`config.mk`:
```
export PLATFORM = sky130hd
export DESIGN_NAME = syn_accumulator_flat
export DESIGN_NICKNAME = d
export VERILOG_FILES = /design/src/rtl/snn_pkg.sv /design/src/rtl/syn_accumulator_if.sv /design/src/rtl/syn_accumulator.sv /design/src/flat_wrapper.sv
export SDC_FILE = /design/constraint.sdc
export NUM_CORES = 2
export LEC_CHECK = 0
export CAP_MARGIN = 0
export CORE_ASPECT_RATIO = 1.1
export CORE_UTILIZATION = 29
export DETAILED_ROUTE_END_ITERATION = 12
export SKIP_LAST_GASP = 1
export SLEW_MARGIN = 20
export SYNTH_ARGS = -nofsm -noshare
export SYNTH_HDL_FRONTEND = slang
export SYNTH_SLANG_ARGS = --single-unit
```
`constraint.sdc`:
```
create_clock -name clk -period 5.5 [get_ports clk]
set_clock_uncertainty 0.2 [all_clocks]
set_input_delay 1.1 -clock clk [delete_from_list [all_inputs] [get_ports clk]]
set_output_delay 1.1 -clock clk [all_outputs]
set_load 0.05 [all_outputs]
```
`src/rtl/snn_pkg.sv`:
```
// rtl/snn_pkg.sv - shared fixed-point widths, Q-format type and accumulator FSM states
package snn_pkg;
  localparam int DW     = 16;
  localparam int INT_DW = 8;
  localparam int W      = DW + INT_DW;

  typedef logic signed [W-1:0] q_t;

  typedef enum logic [1:0] {
    IDLE  = 2'd0,
    SCAN  = 2'd1,
    DRAIN = 2'd2,
    DONE  = 2'd3
  } acc_state_t;
endpackage

```
`src/rtl/syn_accumulator_if.sv`:
```
// rtl/syn_accumulator_if.sv - weight memory read port between accumulator and external weight store
interface syn_accumulator_if #(
  parameter int N_IN = 784,
  parameter int W    = 24
);
  localparam int AW = (N_IN > 1) ? $clog2(N_IN) : 1;

  logic                w_rd_en;
  logic [AW-1:0]       w_addr;
  logic signed [W-1:0] w_data;

  modport master (output w_rd_en, output w_addr, input w_data);
  modport slave  (input w_rd_en, input w_addr, output w_data);
endinterface

```
`src/rtl/syn_accumulator.sv`:
```
// rtl/syn_accumulator.sv - synaptic current accumulator over one spike time step
// Build option SYN_ACC_SAT_EN clamps the final sum to the W-bit range instead of wrapping.
module syn_accumulator #(
  parameter int N_IN   = 784,
  parameter int DW     = snn_pkg::DW,
  parameter int INT_DW = snn_pkg::INT_DW
) (
  input  logic                        clk,
  input  logic                        rst,
  input  logic                        start,
  input  logic [N_IN-1:0]             in_spikes,
  syn_accumulator_if.master           wmem,
  output logic                        busy,
  output logic                        out_valid,
  output logic signed [DW+INT_DW-1:0] spiking_value
);
  localparam int W     = DW + INT_DW;
  localparam int AW    = (N_IN > 1) ? $clog2(N_IN) : 1;
  localparam int ACC_W = W + AW;

  import snn_pkg::*;

  acc_state_t              state;
  logic [N_IN-1:0]         snap;
  logic [AW-1:0]           idx;
  logic                    rd_d;
  logic signed [ACC_W-1:0] acc;
  logic signed [ACC_W-1:0] addend;
  logic signed [ACC_W-1:0] sum;
  logic signed [W-1:0]     result;

  // rd_d marks the cycle in which w_data answers the read issued one cycle earlier
  always_comb begin
    addend = rd_d ? {{AW{wmem.w_data[W-1]}}, wmem.w_data} : '0;
    sum    = acc + addend;
`ifdef SYN_ACC_SAT_EN
    if ((&sum[ACC_W-1:W-1]) || ~(|sum[ACC_W-1:W-1])) begin
      result = sum[W-1:0];
    end else begin
      result = sum[ACC_W-1] ? {1'b1, {(W-1){1'b0}}} : {1'b0, {(W-1){1'b1}}};
    end
`else
    result = sum[W-1:0];
`endif
  end

  always_ff @(posedge clk) begin
    if (rst) begin
      state         <= IDLE;
      snap          <= '0;
      idx           <= '0;
      rd_d          <= 1'b0;
      acc           <= '0;
      busy          <= 1'b0;
      out_valid     <= 1'b0;
      wmem.w_rd_en  <= 1'b0;
      wmem.w_addr   <= '0;
      spiking_value <= '0;
    end else begin
      out_valid    <= 1'b0;
      wmem.w_rd_en <= 1'b0;
      rd_d         <= wmem.w_rd_en;
      case (state)
        IDLE: begin
          // busy stays up through the out_valid cycle, so a start there is ignored
          if (out_valid) begin
            busy <= 1'b0;
          end else if (start && !busy) begin
            snap  <= in_spikes;
            acc   <= '0;
            idx   <= '0;
            busy  <= 1'b1;
            state <= SCAN;
          end
        end
        SCAN: begin
          wmem.w_addr  <= idx;
          wmem.w_rd_en <= snap[idx];
          acc          <= sum;
          if (idx == AW'(N_IN - 1)) begin
            state <= DRAIN;
          end else begin
            idx <= idx + 1'b1;
          end
        end
        DRAIN: begin
          acc   <= sum;
          state <= DONE;
        end
        DONE: begin
          acc           <= sum;
          spiking_value <= result;
          out_valid     <= 1'b1;
          state         <= IDLE;
        end
        default: state <= IDLE;
      endcase
    end
  end
endmodule
```
`src/flat_wrapper.sv`:
```
// flat-port wrapper written by rule: the top's interface ports become plain ports
module syn_accumulator_flat import snn_pkg::*;
#(
  parameter int N_IN   = 784,
  parameter int DW     = snn_pkg::DW,
  parameter int INT_DW = snn_pkg::INT_DW
)
  (clk, rst, start, in_spikes, busy, out_valid, spiking_value, wmem_w_rd_en, wmem_w_addr, wmem_w_data);
  syn_accumulator_if #(.N_IN(N_IN)) wmem_i ();
  input  logic clk;
  input  logic rst;
  input  logic start;
  input  logic [N_IN-1:0] in_spikes;
  output logic busy;
  output logic out_valid;
  output logic signed [DW+INT_DW-1:0] spiking_value;
  output wire logic [$bits(wmem_i.w_rd_en)-1:0] wmem_w_rd_en;
  output wire logic [$bits(wmem_i.w_addr)-1:0] wmem_w_addr;
  input wire logic [$bits(wmem_i.w_data)-1:0] wmem_w_data;
  assign wmem_w_rd_en = wmem_i.w_rd_en;
  assign wmem_w_addr = wmem_i.w_addr;
  assign wmem_i.w_data = wmem_w_data;
  syn_accumulator #(.N_IN(N_IN), .DW(DW), .INT_DW(INT_DW)) u_core (.clk(clk), .rst(rst), .start(start), .in_spikes(in_spikes), .wmem(wmem_i), .busy(busy), .out_valid(out_valid), .spiking_value(spiking_value));
endmodule
```
==> flow_summary.yaml <==
clock_network:
  root_buffer: "clkbuf_16"
  cts_sinks: 858
  htreeDepth: 3
  insertion_delay_ns: 0.71
  cts_buffers: 94
  post_cts_buffers: 0
  cts_resized: 0
  ctsHoldBuffers: 0
  cts_max_path_buffers: 3
  cts_tree: "built"
  clkTransAtPathRegs_ns: 0.06
grt:
  global_route.usage.total: 0.2175
  grt_pass1_vias: 33520
  overflow: 0
  antenna_found_initial: 34
  grt_pass1_wl_mm: 210.9
  grt_max_degree: 195
sta:
  finalHoldViolCount: 0
  setup_violations: 0
  finalCritPeriodShare: 0.7173
  tns_ns: 0
  fmax_mhz: 253.5
  max_slew.worst_pin.slew_ns: 1.056
  rsz0062_at_grt: "false"
  maxSlewViolCount: 0
  slew_headroom: 0.2963
  period_needed_ns: 3.945
placed_design:
  io_buffers: 847
  gp_congestion: 0.8718
  place_area_um2: 47360
  dp_hpwl_mm: 106.2
logic_synthesis:
  synth_fp_nets: 5366
  netlist_area_um2: 37350
  synth_top_area_frac: 0.4599
  ys_async_sr_fraction: 0
  syn-instance-count: 4525
  synth_seq_cells: 858
  synth.area.top_cells: "dfxtp_1 (46%), nand2_1 (17%), a21oi_1 (11%)"
  seq_area_frac_synth: 0.4599
  yosys.cell_types.count: 64
  synth_edf_count: 0
  synth_ff_type: "dfxtp_1"
  yosysTopAreaCell: "dfxtp_1"
  syn_avg_cell_area_um2: 8.254
  yosys_warnings: 0
floorplan:
  die_height_um: 378.4
  die_x_um: 344.2
  start_util: 0.2932
  pin_count: 848
  core_um2: 127400
  dieArea_um2: 130200
  rows: 137
final_layout:
  fin_nets: 6040
  final_cell_mix: "nand2_1 (1659), dfxtp_1 (853), clkdlybuf4s50_1 (846)"
  drive_gt1_frac: 0.08074
  fin_util: 0.3971
  design_area_um2: 50580
  layout.cells.most_common: "nand2_1"
  syn_to_final_growth_pct: 35.42
critical_path:
  worstSetupEndpointType: "flop"
  worst_setup_path_start_kind: "input port"
  cp.required_ns: 5.88
  slowest_stage: "clkdlybuf4s50_1"
  crit_arrival_ns: 4.32
  crit_path_max_incr_delay_ns: 0.51
  critPathKind: "in -> reg"
  path_max_fanout: 4
  crit_buf_inv: 2
  cp_top_family: "compound AO/OA/AOI/OAI gates"
  cp_cell_sequence: "clkdlybuf4s50_1 > and2_1 > ha_1 > inv_1 > fa_1 > nor2b_1 > o21ai_1 > a21oi_1 > o31a_1 > o211ai_1 > a21o_1 > a31oi_1 > nor3_1 > or3_1"
hold_path:
  hold_path.class: "reg -> reg"
pwr:
  cellPowerDensity_nw_per_um2: 411.8
  power.leakage_uw: 0.01756
  fin_total_pwr_uw: 20830
  ir_worst_vdd_uv: 246.7
route:
  via_per_inst: 4.991
  drt_iter0_markers: 2601
  drt-wirelength-per-cell_um: 21.13
  drc_errors: 0
  routed-via-count: 34760
  first_pass_iters: 6
  drtAntennaViolNets: 0
  wirelength_mm: 147.2
flow_run:
  drv_cap: 0
status:
  status: "finished, final reports clean"
==> stage by stage <==
step	instances	hold WS, ns	setup WS, ns
2_1_floorplan	4525	0.2315	1.838
3_3_place_gp	6771	0.2384	0.8376
3_5_place_dp	6771	0.2435	0.8274
4_1_cts	6944	0.2513	1.358
5_1_grt	6963	0.2670	1.286
6_report	6966	0.2480	1.555
==> layout make-up <==
cell class | count | area, µm²
Fill cell | 13030 | 76780
Clock inverter | 34 | 375.4
Tap cell | 1668 | 2087
Sequential cell | 858 | 17190
Multi-Input combinational cell | 3279 | 18550
Clock buffer | 139 | 2784
Timing Repair Buffer | 945 | 9457
Antenna cell | 22 | 55.05
Inverter | 21 | 78.83
==> layer usage <==
| layer | global-route usage | up-vias | part of all wire |
|---|---|---|---|
| li1 | - | 16750 | - |
| met1 | 0.2711 | 16670 | 0.42 |
| met2 | 0.3663 | 1104 | 0.49 |
| met3 | 0.03564 | 225 | 0.056 |
| met4 | 0.09726 | 18 | 0.036 |
| met5 | 0 | - | 0.00082 |
==> report_power, final <==
| group | switching, µW | leakage [µW] | internal [µW] |
|---|---|---|---|
| logic | 3660 | 0.00900 | 2550 |
| clock network | 2720 | 0.00155 | 3790 |
| registers | 679 | 0.00701 | 7420 |
| total | 7060 | 0.0176 | 13800 |
==> worst register-to-register path: cells and delay by family (launching register included) <==
kind | cells | cell delay (ns)
AO/OA/AOI/OAI | 4 | 0.96
buffers and inverters | 1 | 0.55
flip-flops | 1 | 0.57
AND/OR/NAND/NOR | 5 | 1.49
==> cell families (layout without fill, tap and decap cells) <==
group	Yosys count	after routing	synth area share
xor gates and xnor gates	19	19	0.004456
muxes	275	275	0.1236
and+or+nand+nor	1901	1901	0.2006
adders and majority gates	30	30	0.01025
buffers and inverters	388	1139	0.04486
AOI/OAI and AO/OA	1054	1054	0.1563
DFF	858	858	0.4599
other	0	22	0
==> worst paths after layout <==
kind,endpoint,startpoint,slack [ns],cells after the start
hold reg to reg,u_core.snap[641],u_core.snap[641],0.25,2
setup / recovery,u_core.spiking_value[22],wmem_w_data[0],1.55,14
setup reg to reg,u_core.wmem.w_rd_en,u_core.idx[3],1.67,10
hold / removal,u_core.snap[641],u_core.snap[641],0.25,2
==> cells in the mapped netlist, types with 7 or more instances <==
library cell,count
o21ai_0,26
inv_1,20
a211oi_1,22
a21oi_1,826
dfxtp_1,858
xnor2_1,16
o2111ai_1,16
nand2_1,1659
nor3_1,11
nand2b_1,9
nor2_1,83
a221oi_1,12
a21o_1,9
buf_1,11
or3_1,7
ha_1,29
nand4_1,7
clkbuf_1,309
and3_1,7
mux2i_1,124
buf_2,19
a31oi_1,20
o21a_1,7
mux4_2,146
buf_4,9
nor2b_1,9
o211ai_1,7
a22oi_1,67
o22ai_1,8
nand3_1,49
buf_6,14
and2_1,38
==> flip-flops by register name, indices dropped and copies added (netlist names) <==
name / count
u_core.acc: 24
u_core.busy: 1
u_core.idx: 10
u_core.out_valid: 1
u_core.rd_d: 1
u_core.snap: 784
u_core.spiking_value: 24
u_core.state: 2
u_core.wmem.w_addr: 10
u_core.wmem.w_rd_en: 1
No activity file was read; power rests on OpenSTA's default activity.
